<file path="src/rtl/uart_msg_seq.sv">
// uart_msg_seq: streams one of MSG_COUNT NUL-terminated messages from a
// 512x8 ROM image into a UART transmitter, one byte per cts handshake.
// Supports run-time message select, one-shot or repeat mode with a fixed
// inter-message gap, and abort from any active state.
module uart_msg_seq #(
  parameter int    MSG_COUNT  = 4,
  parameter int    MSG_STRIDE = 64,
  parameter int    GAP_CYCLES = 16,
  parameter string INIT_FILE  = "obj/messages.hex"
) (
  input  logic                         clk,
  input  logic                         rst_n,
  input  logic                         i_start,
  input  logic [$clog2(MSG_COUNT)-1:0] i_msg_sel,
  input  logic                         i_repeat,
  input  logic                         i_abort,
  input  logic                         i_cts,
  input  logic                         i_idle,
  output logic [7:0]                   o_data,
  output logic                         o_req,
  output logic                         o_done,
  output logic                         o_busy,
  output logic [7:0]                   o_msg_count
);

  localparam int SEL_W = $clog2(MSG_COUNT);
  localparam int CUR_W = $clog2(MSG_STRIDE);
  localparam int GAP_W = (GAP_CYCLES > 1) ? $clog2(GAP_CYCLES) : 1;
  localparam logic [CUR_W-1:0] CUR_LAST = CUR_W'(MSG_STRIDE - 1);
  localparam logic [GAP_W-1:0] GAP_LOAD = GAP_W'(GAP_CYCLES - 1);

  typedef enum logic [2:0] {
    S_IDLE,
    S_WAIT,
    S_FETCH,
    S_SEND,
    S_GAP,
    S_DONE
  } state_t;

  state_t           state_reg, state_next;
  logic [CUR_W-1:0] cursor_reg, cursor_next;
  logic [SEL_W-1:0] sel_reg, sel_next;
  logic             rpt_reg, rpt_next;
  logic [GAP_W-1:0] gap_reg, gap_next;
  logic [7:0]       count_reg, count_next;
  logic             msg_end;

  // Message ROM. Contents are the image named by INIT_FILE, applied as the
  // memory initialisation by the implementation flow; the logic only reads it.
  logic [7:0] rom [0:511];
  logic [8:0] addr;
  logic [7:0] rd_data;

  // Stride is a power of two, so sel*MSG_STRIDE + cursor is a concatenation.
  // Both fields are registers, so the address only moves on a clock edge.
  assign addr = 9'({sel_reg, cursor_reg});

  // Registered ROM read: data for a new address is valid one cycle later,
  // which is what the FETCH bubble waits out.
  always_ff @(posedge clk) begin
    rd_data <= rom[addr];
  end

  assign o_data      = rd_data;
  assign o_msg_count = count_reg;

  // Sequencer state and datapath registers.
  always_ff @(posedge clk or negedge rst_n) begin
    if (!rst_n) begin
      state_reg  <= S_IDLE;
      cursor_reg <= '0;
      sel_reg    <= '0;
      rpt_reg    <= 1'b0;
      gap_reg    <= '0;
      count_reg  <= '0;
    end else begin
      state_reg  <= state_next;
      cursor_reg <= cursor_next;
      sel_reg    <= sel_next;
      rpt_reg    <= rpt_next;
      gap_reg    <= gap_next;
      count_reg  <= count_next;
    end
  end

  // Next-state logic and handshake outputs.
  always_comb begin
    state_next  = state_reg;
    cursor_next = cursor_reg;
    sel_next    = sel_reg;
    rpt_next    = rpt_reg;
    gap_next    = gap_reg;
    count_next  = count_reg;
    msg_end     = 1'b0;
    o_req       = 1'b0;
    o_done      = 1'b0;
    o_busy      = (state_reg != S_IDLE);

    case (state_reg)
      S_IDLE: begin
        if (i_start) begin
          sel_next    = i_msg_sel;
          rpt_next    = i_repeat;
          count_next  = '0;
          cursor_next = '0;
          state_next  = S_WAIT;
        end
      end
      S_WAIT: begin
        if (i_abort)     state_next = S_DONE;
        else if (i_idle) state_next = S_FETCH;
      end
      S_FETCH: begin
        state_next = i_abort ? S_DONE : S_SEND;
      end
      S_SEND: begin
        if (rd_data == 8'h00) begin
          // NUL terminator is never requested; the message ends here
          // unless an abort takes precedence.
          if (i_abort) state_next = S_DONE;
          else         msg_end    = 1'b1;
        end else begin
          o_req = 1'b1;
          if (i_cts) begin
            // The byte is accepted even when abort arrives with it.
            cursor_next = cursor_reg + 1'b1;
            if (i_abort)                    state_next = S_DONE;
            else if (cursor_reg == CUR_LAST) msg_end    = 1'b1;
            else                             state_next = S_FETCH;
          end else if (i_abort) begin
            state_next = S_DONE;
          end
        end
      end
      S_GAP: begin
        if (i_abort)              state_next = S_DONE;
        else if (gap_reg == '0)   state_next = S_WAIT;
        else                      gap_next   = gap_reg - 1'b1;
      end
      S_DONE: begin
        o_done     = 1'b1;
        state_next = S_IDLE;
      end
      default: begin
        state_next = S_IDLE;
      end
    endcase

    // Common end-of-message handling for NUL and full-stride endings.
    if (msg_end) begin
      count_next  = count_reg + 8'd1;
      cursor_next = '0;
      if (rpt_reg) begin
        state_next = S_GAP;
        gap_next   = GAP_LOAD;
      end else begin
        state_next = S_DONE;
      end
    end
  end

endmodule

</file>
<file path="config.mk">
export PLATFORM = sky130hd
export DESIGN_NAME = uart_msg_seq
export DESIGN_NICKNAME = d
export VERILOG_FILES = /design/src/rtl/uart_msg_seq.sv
export SDC_FILE = /design/constraint.sdc
export NUM_CORES = 1
export LEC_CHECK = 0
export BUFFER_PORTS_ARGS = -buffer_cell sky130_fd_sc_hd__buf_4
export CAP_MARGIN = 10
export CORE_MARGIN = 5
export CORE_UTILIZATION = 60
export CTS_BUF_LIST = sky130_fd_sc_hd__clkbuf_4
export CTS_CLUSTER_SIZE = 10
export DETAILED_ROUTE_END_ITERATION = 7
export PLACE_DENSITY = 0.87
export SLEW_MARGIN = 20
export SYNTH_ARGS = -nofsm -noshare
export SYNTH_HDL_FRONTEND = slang
export SYNTH_SLANG_ARGS = --single-unit
</file>
<file path="constraint.sdc">
create_clock -name clk -period 2.95 [get_ports clk]
set_input_delay 0.59 -clock clk [delete_from_list [all_inputs] [get_ports clk]]
set_output_delay 0.59 -clock clk [all_outputs]
set_load 0.01 [all_outputs]
</file>
==> results of run 1 <==
[logic make-up (layout without fill, tap and decap cells)]
family / Yosys count / in the layout / synth area share
muxes: 6 / 6 / 0.0491
DFF: 22 / 22 / 0.432
AOI/OAI and AO/OA: 19 / 19 / 0.0962
and+or+nand+nor: 58 / 58 / 0.265
buffers and inverters: 20 / 25 / 0.119
other: 1 / 9 / 0.00294
adders and majority gates: 3 / 3 / 0.0294
xor gates and xnor gates: 1 / 1 / 0.00687
[Yosys cell counts (all sizes together), types with 3 or more instances]
cell,n,area share
dfrtp,22,0.43
nand2,20,0.061
buf,14,0.10
nand3,7,0.027
and2,6,0.029
o21ai,6,0.024
and3,5,0.025
inv,5,0.015
nor2,5,0.015
a21oi,4,0.016
mux2i,4,0.031
ha,3,0.029
[power by group through the flow]
stage / combinational [mW] / clock, mW / sequential [mW]
2_1_floorplan: 0.292 / 0 / 0.382
3_3_place_gp: 0.256 / 0 / 0.432
3_5_place_dp: 0.274 / 0 / 0.437
4_1_cts: 0.276 / 0.234 / 0.433
5_1_grt: 0.308 / 0.248 / 0.443
6_report: 0.276 / 0.233 / 0.437
[through the flow]
stage / util / cells / hold slack, ps / power (mW) / area (µm²)
after global routing: 0.689 / 170 / 144 / 0.999 / 1380
after CTS: 0.689 / 170 / 149 / 0.943 / 1380
after floorplan: - / 138 / 294 / 0.673 / 1310
after global placement: 0.663 / 166 / 460 / 0.688 / 1330
final: 0.689 / 170 / 144 / 0.945 / 1380
after detailed placement: 0.663 / 166 / 468 / 0.712 / 1330
[metal layers]
layer,part of all wire,GRT usage,wire length (µm)
met5,0,0,0
met3,0.048,0.0394,118
met1,0.45,0.197,1120
met4,0.010,0.0678,25
met2,0.49,0.267,1200
[worst max-delay path, cell delays in order (launching register included)]
cell	delay, ps
dfrtp_1	560
or3_1	450
buf_4	160
[cell type report]
| class | instances | area [µm²] |
|---|---|---|
| Sequential cell | 22 | 551 |
| Inverter | 5 | 18.8 |
| Timing Repair Buffer | 16 | 120 |
| Clock inverter | 1 | 30.0 |
| Tap cell | 27 | 33.8 |
| Fill cell | 158 | 623 |
| Multi-Input combinational cell | 96 | 603 |
| Clock buffer | 3 | 22.5 |
[layout by cell type, fill, tap and decap left out, types with 2 or more instances in the layout]
cell | synthesis | final
nand3_1 | 7 | 7
ha_1 | 3 | 3
and3_1 | 5 | 5
mux2i_1 | 4 | 4
and2_1 | 6 | 6
o211ai_1 | 2 | 2
inv_1 | 5 | 5
dfrtp_1 | 22 | 22
buf_4 | 9 | 16
or3_1 | 2 | 2
nor2_1 | 5 | 5
nand2_1 | 19 | 19
o21ai_0 | 4 | 4
mux2_2 | 2 | 2
a21oi_1 | 4 | 4
o21ai_1 | 2 | 2
nor3_1 | 2 | 2
clkbuf_4 | 0 | 3
conb_1 | 1 | 9
nand2b_1 | 2 | 2
[how the worst max path moves through the flow]
stage / startpoint / endpoint / slack (ps) / cells after the start
after detailed placement: i_abort / o_msg_count[7]$_DFFE_PN0P_ / 960 / 5
after floorplan: state_reg[2]$_DFFE_PN0P_ / o_busy / 1390 / 2
after global placement: i_abort / o_msg_count[7]$_DFFE_PN0P_ / 980 / 5
after CTS: state_reg[2]$_DFFE_PN0P_ / o_busy / 880 / 2
final: state_reg[2]$_DFFE_PN0P_ / o_busy / 890 / 2
after global routing: state_reg[2]$_DFFE_PN0P_ / o_busy / 800 / 2
==> out/metrics.yaml, run 1 <==
yosysSeqAreaShare: 0.432
fin_crit_sh: 0.698
r2r_end: "state_reg[0]$_DFFE_PN0P_"
cts_root_buffer: "clkbuf_4"
power_frac_seq: 0.462
num_io_pins: 28
io_buffer_count: 16
drt-total-wl_um: 2460
clkPwrFrac: 0.246
slew_headroom: 0.472
diodes: 0
routedWlPerCell_um: 14.5
yosys_register_bits: 22
p_int_mw: 0.617
drt_iter0_markers: 18
synth_cells: 130
core_area_mm2: 0.00200
ys_types: 40
die_area_mm2: 0.00315
grt_pass1_wl_um: 4070
sw_frac_of_total: 0.347
firstDrtPassIters: 4
rows: 16
synth_area_mm2: 0.00127
worst_slack_ps: 889
worstSetupPathType: "flop to output pin"
cts_buffer_depth: 2
detailedPlace.worstSlack_ps: 960
post_cts_buffers: 0
p_sw_mw: 0.328
synth_area_per_cell_um2: 9.81
drc: 0
finalNetCount: 156
drv_slew: 0
ant_nets: 0
die_h_um: 56.1
synth-async-reset-ratio: 1.00
status: "finished clean"
grt_usage: 0.161
final_hold_viol_count: 0
cts_tree: "done"
cap_violations: 0
cp.required_ps: 2360
powerDensity_mw_per_mm2: 686
hold_class: "input port to async pin"
ir_drop_mv: 0.367
synth_edf_count: 0
crit_fanout: 12
start_util: 0.637
grt_max_degree: 23
r2r_slack_ps: 1080
setup-violations-final: 0
drive_gt1_frac: 0.182
reg2regPathDepth: 4
cts_hold_buf: 0
cp_data_arrival_time_ps: 1470
ys.flop_type: "dfrtp_1"
fp.dieW_um: 56.1
grt_pass1_vias: 932
routed_via_density: 5.45
dp_hpwl_um: 1800
period_needed_ps: 2060
ys_warn_count: 0
rsz0062_at_grt: "no"
clock_sinks: 22
clk_pin_slew_ps: 130
worst_clock_skew_ps: 5.57
startpoint_type: "flop"
area_delta_synth_final_pct: 8.15
p_leak_nw: 0.690
timing.rr.start: "state_reg[0]$_DFFE_PN0P_"
antenna_found_initial: 0
h-tree-depth: 1
max_slew.worst_pin.slew_ps: 789
fmax_mhz: 485
largest_reg_flops: 8
post_cts_resized: 0
clock_insertion_delay_worst_skew_ps: 310
tns_ps: 0
vias: 926
gp_congestion: 0.830
power_frac_comb: 0.292
endpoint_kind: "output pin"
gr-total-overflow: 0
numCtsBuffers: 3
(Power assumes the default switching activity.)
==> inputs of run 2 (changes only) <==
--- a/config.mk
+++ b/config.mk
@@ -8,11 +8,11 @@
 export BUFFER_PORTS_ARGS = -buffer_cell sky130_fd_sc_hd__buf_4
 export CAP_MARGIN = 10
 export CORE_MARGIN = 5
-export CORE_UTILIZATION = 60
+export CORE_UTILIZATION = 50
 export CTS_BUF_LIST = sky130_fd_sc_hd__clkbuf_4
 export CTS_CLUSTER_SIZE = 10
 export DETAILED_ROUTE_END_ITERATION = 7
-export PLACE_DENSITY = 0.87
+export PLACE_DENSITY = 0.77
 export SLEW_MARGIN = 20
 export SYNTH_ARGS = -nofsm -noshare
 export SYNTH_HDL_FRONTEND = slang
==> constraint.sdc (replaced) <==
create_clock -name clk -period 1.8 [get_ports clk]
set_input_delay 0.36 -clock clk [delete_from_list [all_inputs] [get_ports clk]]
set_output_delay 0.36 -clock clk [all_outputs]
set_load 0.01 [all_outputs]
==> out/metrics.yaml, run 2 (same netlist as run 1, synthesis figures left out) <==
p_leak_nw: 0.721
placed_area_mm2: 0.00137
gr-total-overflow: 0
ir_drop_mv: 0.703
rows: 18
finalNetCount: 165
start_util: 0.519
drv_slew: 0
area_delta_synth_final_pct: 12.4
clk_pin_slew_ps: 110
cts_root_buffer: "clkbuf_4"
layout.cell_area.non_filler_mm2: 0.00143
worst_clock_skew_ps: 4.59
tns_ps: 0
final_hold_viol_count: 0
grt_usage: 0.151
num_io_pins: 28
r2r_end: "o_msg_count[4]$_DFFE_PN0P_"
core_area_mm2: 0.00245
drc: 0
status: "finished clean"
nFillCells: 214
holdPathEnd: "rpt_reg$_DFFE_PN0P_"
crit_chain: "buf_4 -> or3_4 -> buf_4"
period_needed_ps: 1720
rsz0062_at_grt: "no"
routed_via_density: 5.30
gp_congestion: 0.807
hp-start: "i_repeat"
crit_buf_inv: 2
firstDrtPassIters: 4
clock_sinks: 22
drt_iter0_markers: 24
endpoint_kind: "output pin"
fp.dieW_um: 60.5
numCtsBuffers: 3
grt_max_degree: 23
largest_reg_flops: 8
layout.cells.non_filler: 182
path_common_cell: "buf_4"
fmax_mhz: 582
critPathTopFamily: "flip-flops"
grt_pass1_wl_um: 4160
reg2regPathDepth: 5
crit_path_max_incr_delay_ps: 400
crit_fanout: 5
cp.required_ps: 1440
worstSetupPathType: "flop to output pin"
h-tree-depth: 1
drt-total-wl_um: 2470
powerDensity_mw_per_mm2: 1060
worst_slack_ps: 82.0
setup-violations-final: 0
io_buffer_count: 16
diodes: 0
cts_tree: "done"
vias: 965
grt_pass1_vias: 1016
detailedPlace.worstSlack_ps: 60.7
layout_common_cells: "buf_4 (24), dfrtp_1 (22), nand2_1 (19)"
antenna_found_initial: 0
die_area_mm2: 0.00366
clock_insertion_delay_worst_skew_ps: 290
cp_data_arrival_time_ps: 1360
place_inst: 174
r2r_slack_ps: 160
cts_buffer_depth: 2
die_h_um: 60.5
fin_crit_sh: 0.954
dp_hpwl_um: 1840
final_common_cell: "buf_4"
hold-path-cell-count: 2
ant_nets: 0
slowest_stage: "dfrtp_1"
timing.rr.start: "cursor_reg[0]$_DFFE_PN0P_"
startpoint_type: "flop"
routedWlPerCell_um: 13.6
cap_violations: 0
hold_class: "input port to flop"
drive_gt1_frac: 0.230
fin_util: 0.584
run 2: changes by cell type in the layout (fill, tap and decap cells not counted), sizes merged:
| cell | change |
|---|---|
| buf | +8 |
| clkinv | +1 |
| bufinv | -1 |
| dlygate4sd3 | +1 |
run 2: worst max-delay path by stage:
stage | startpoint | to | slack (ps) | cells after the start
after floorplan | cursor_reg[0]$_DFFE_PN0P_ | o_msg_count[4]$_DFFE_PN0P_ | 280 | 6
after global placement | i_abort | o_msg_count[7]$_DFFE_PN0P_ | 110 | 5
after detailed placement | i_abort | o_msg_count[7]$_DFFE_PN0P_ | 60 | 5
after CTS | state_reg[1]$_DFFE_PN0P_ | o_busy | 20 | 3
after global routing | state_reg[0]$_DFFE_PN0P_ | o_busy | 3 | 3
final | state_reg[0]$_DFFE_PN0P_ | o_busy | 80 | 3
run 2: per-stage QoR:
step | power, mW | hold slack [ps]
floorplan | 1.10 | 64.4
CTS | 1.49 | 288
finish | 1.51 | 296
detailed placement | 1.23 | 263
global placement | 1.20 | 263
global route | 1.63 | 278
run 2: layout make-up:
| type | instances | area, µm² | area share |
|---|---|---|---|
| Timing Repair Buffer | 25 | 190 | 0.133 |
| Clock inverter | 1 | 3.75 | 0.00262 |
| Tap cell | 30 | 37.5 | 0.0262 |
| Inverter | 5 | 18.8 | 0.0131 |
| Clock buffer | 3 | 22.5 | 0.0157 |
| Multi-Input combinational cell | 96 | 609 | 0.425 |
| Sequential cell | 22 | 551 | 0.384 |
run 2: timing repair:
item / CTS / global route
buffers inserted: 2 / 1
hold buffers: 1 / 0
endpoints found under the hold margin: 22 / 0
resized for setup: 0 / 2
setup endpoints to repair: 1 / 8
run 2: metal layers:
layer / vias up / wire length (µm) / track usage / share of wire
met2: 25 / 1220 / 0.259 / 0.49
met3: 2 / 126 / 0.0234 / 0.051
met4: 0 / 12 / 0.0712 / 0.0049
li1: 479 / - / - / -
met1: 459 / 1110 / 0.185 / 0.45
met5: - / 0 / 0 / 0
run 2: worst register-to-register path: stages, from the launching register on:
cell and delay [ps]:
dfrtp_1 400, ha_1 190, and4_1 200, and3_2 290
and3_1 210, a221o_1 250
run 2: power breakdown:
| part | internal [mW] | total (mW) | switching [mW] |
|---|---|---|---|
| sequential | 0.570 | 0.639 | 0.0689 |
| clock | 0.0806 | 0.216 | 0.135 |
| combinational | 0.324 | 0.659 | 0.335 |
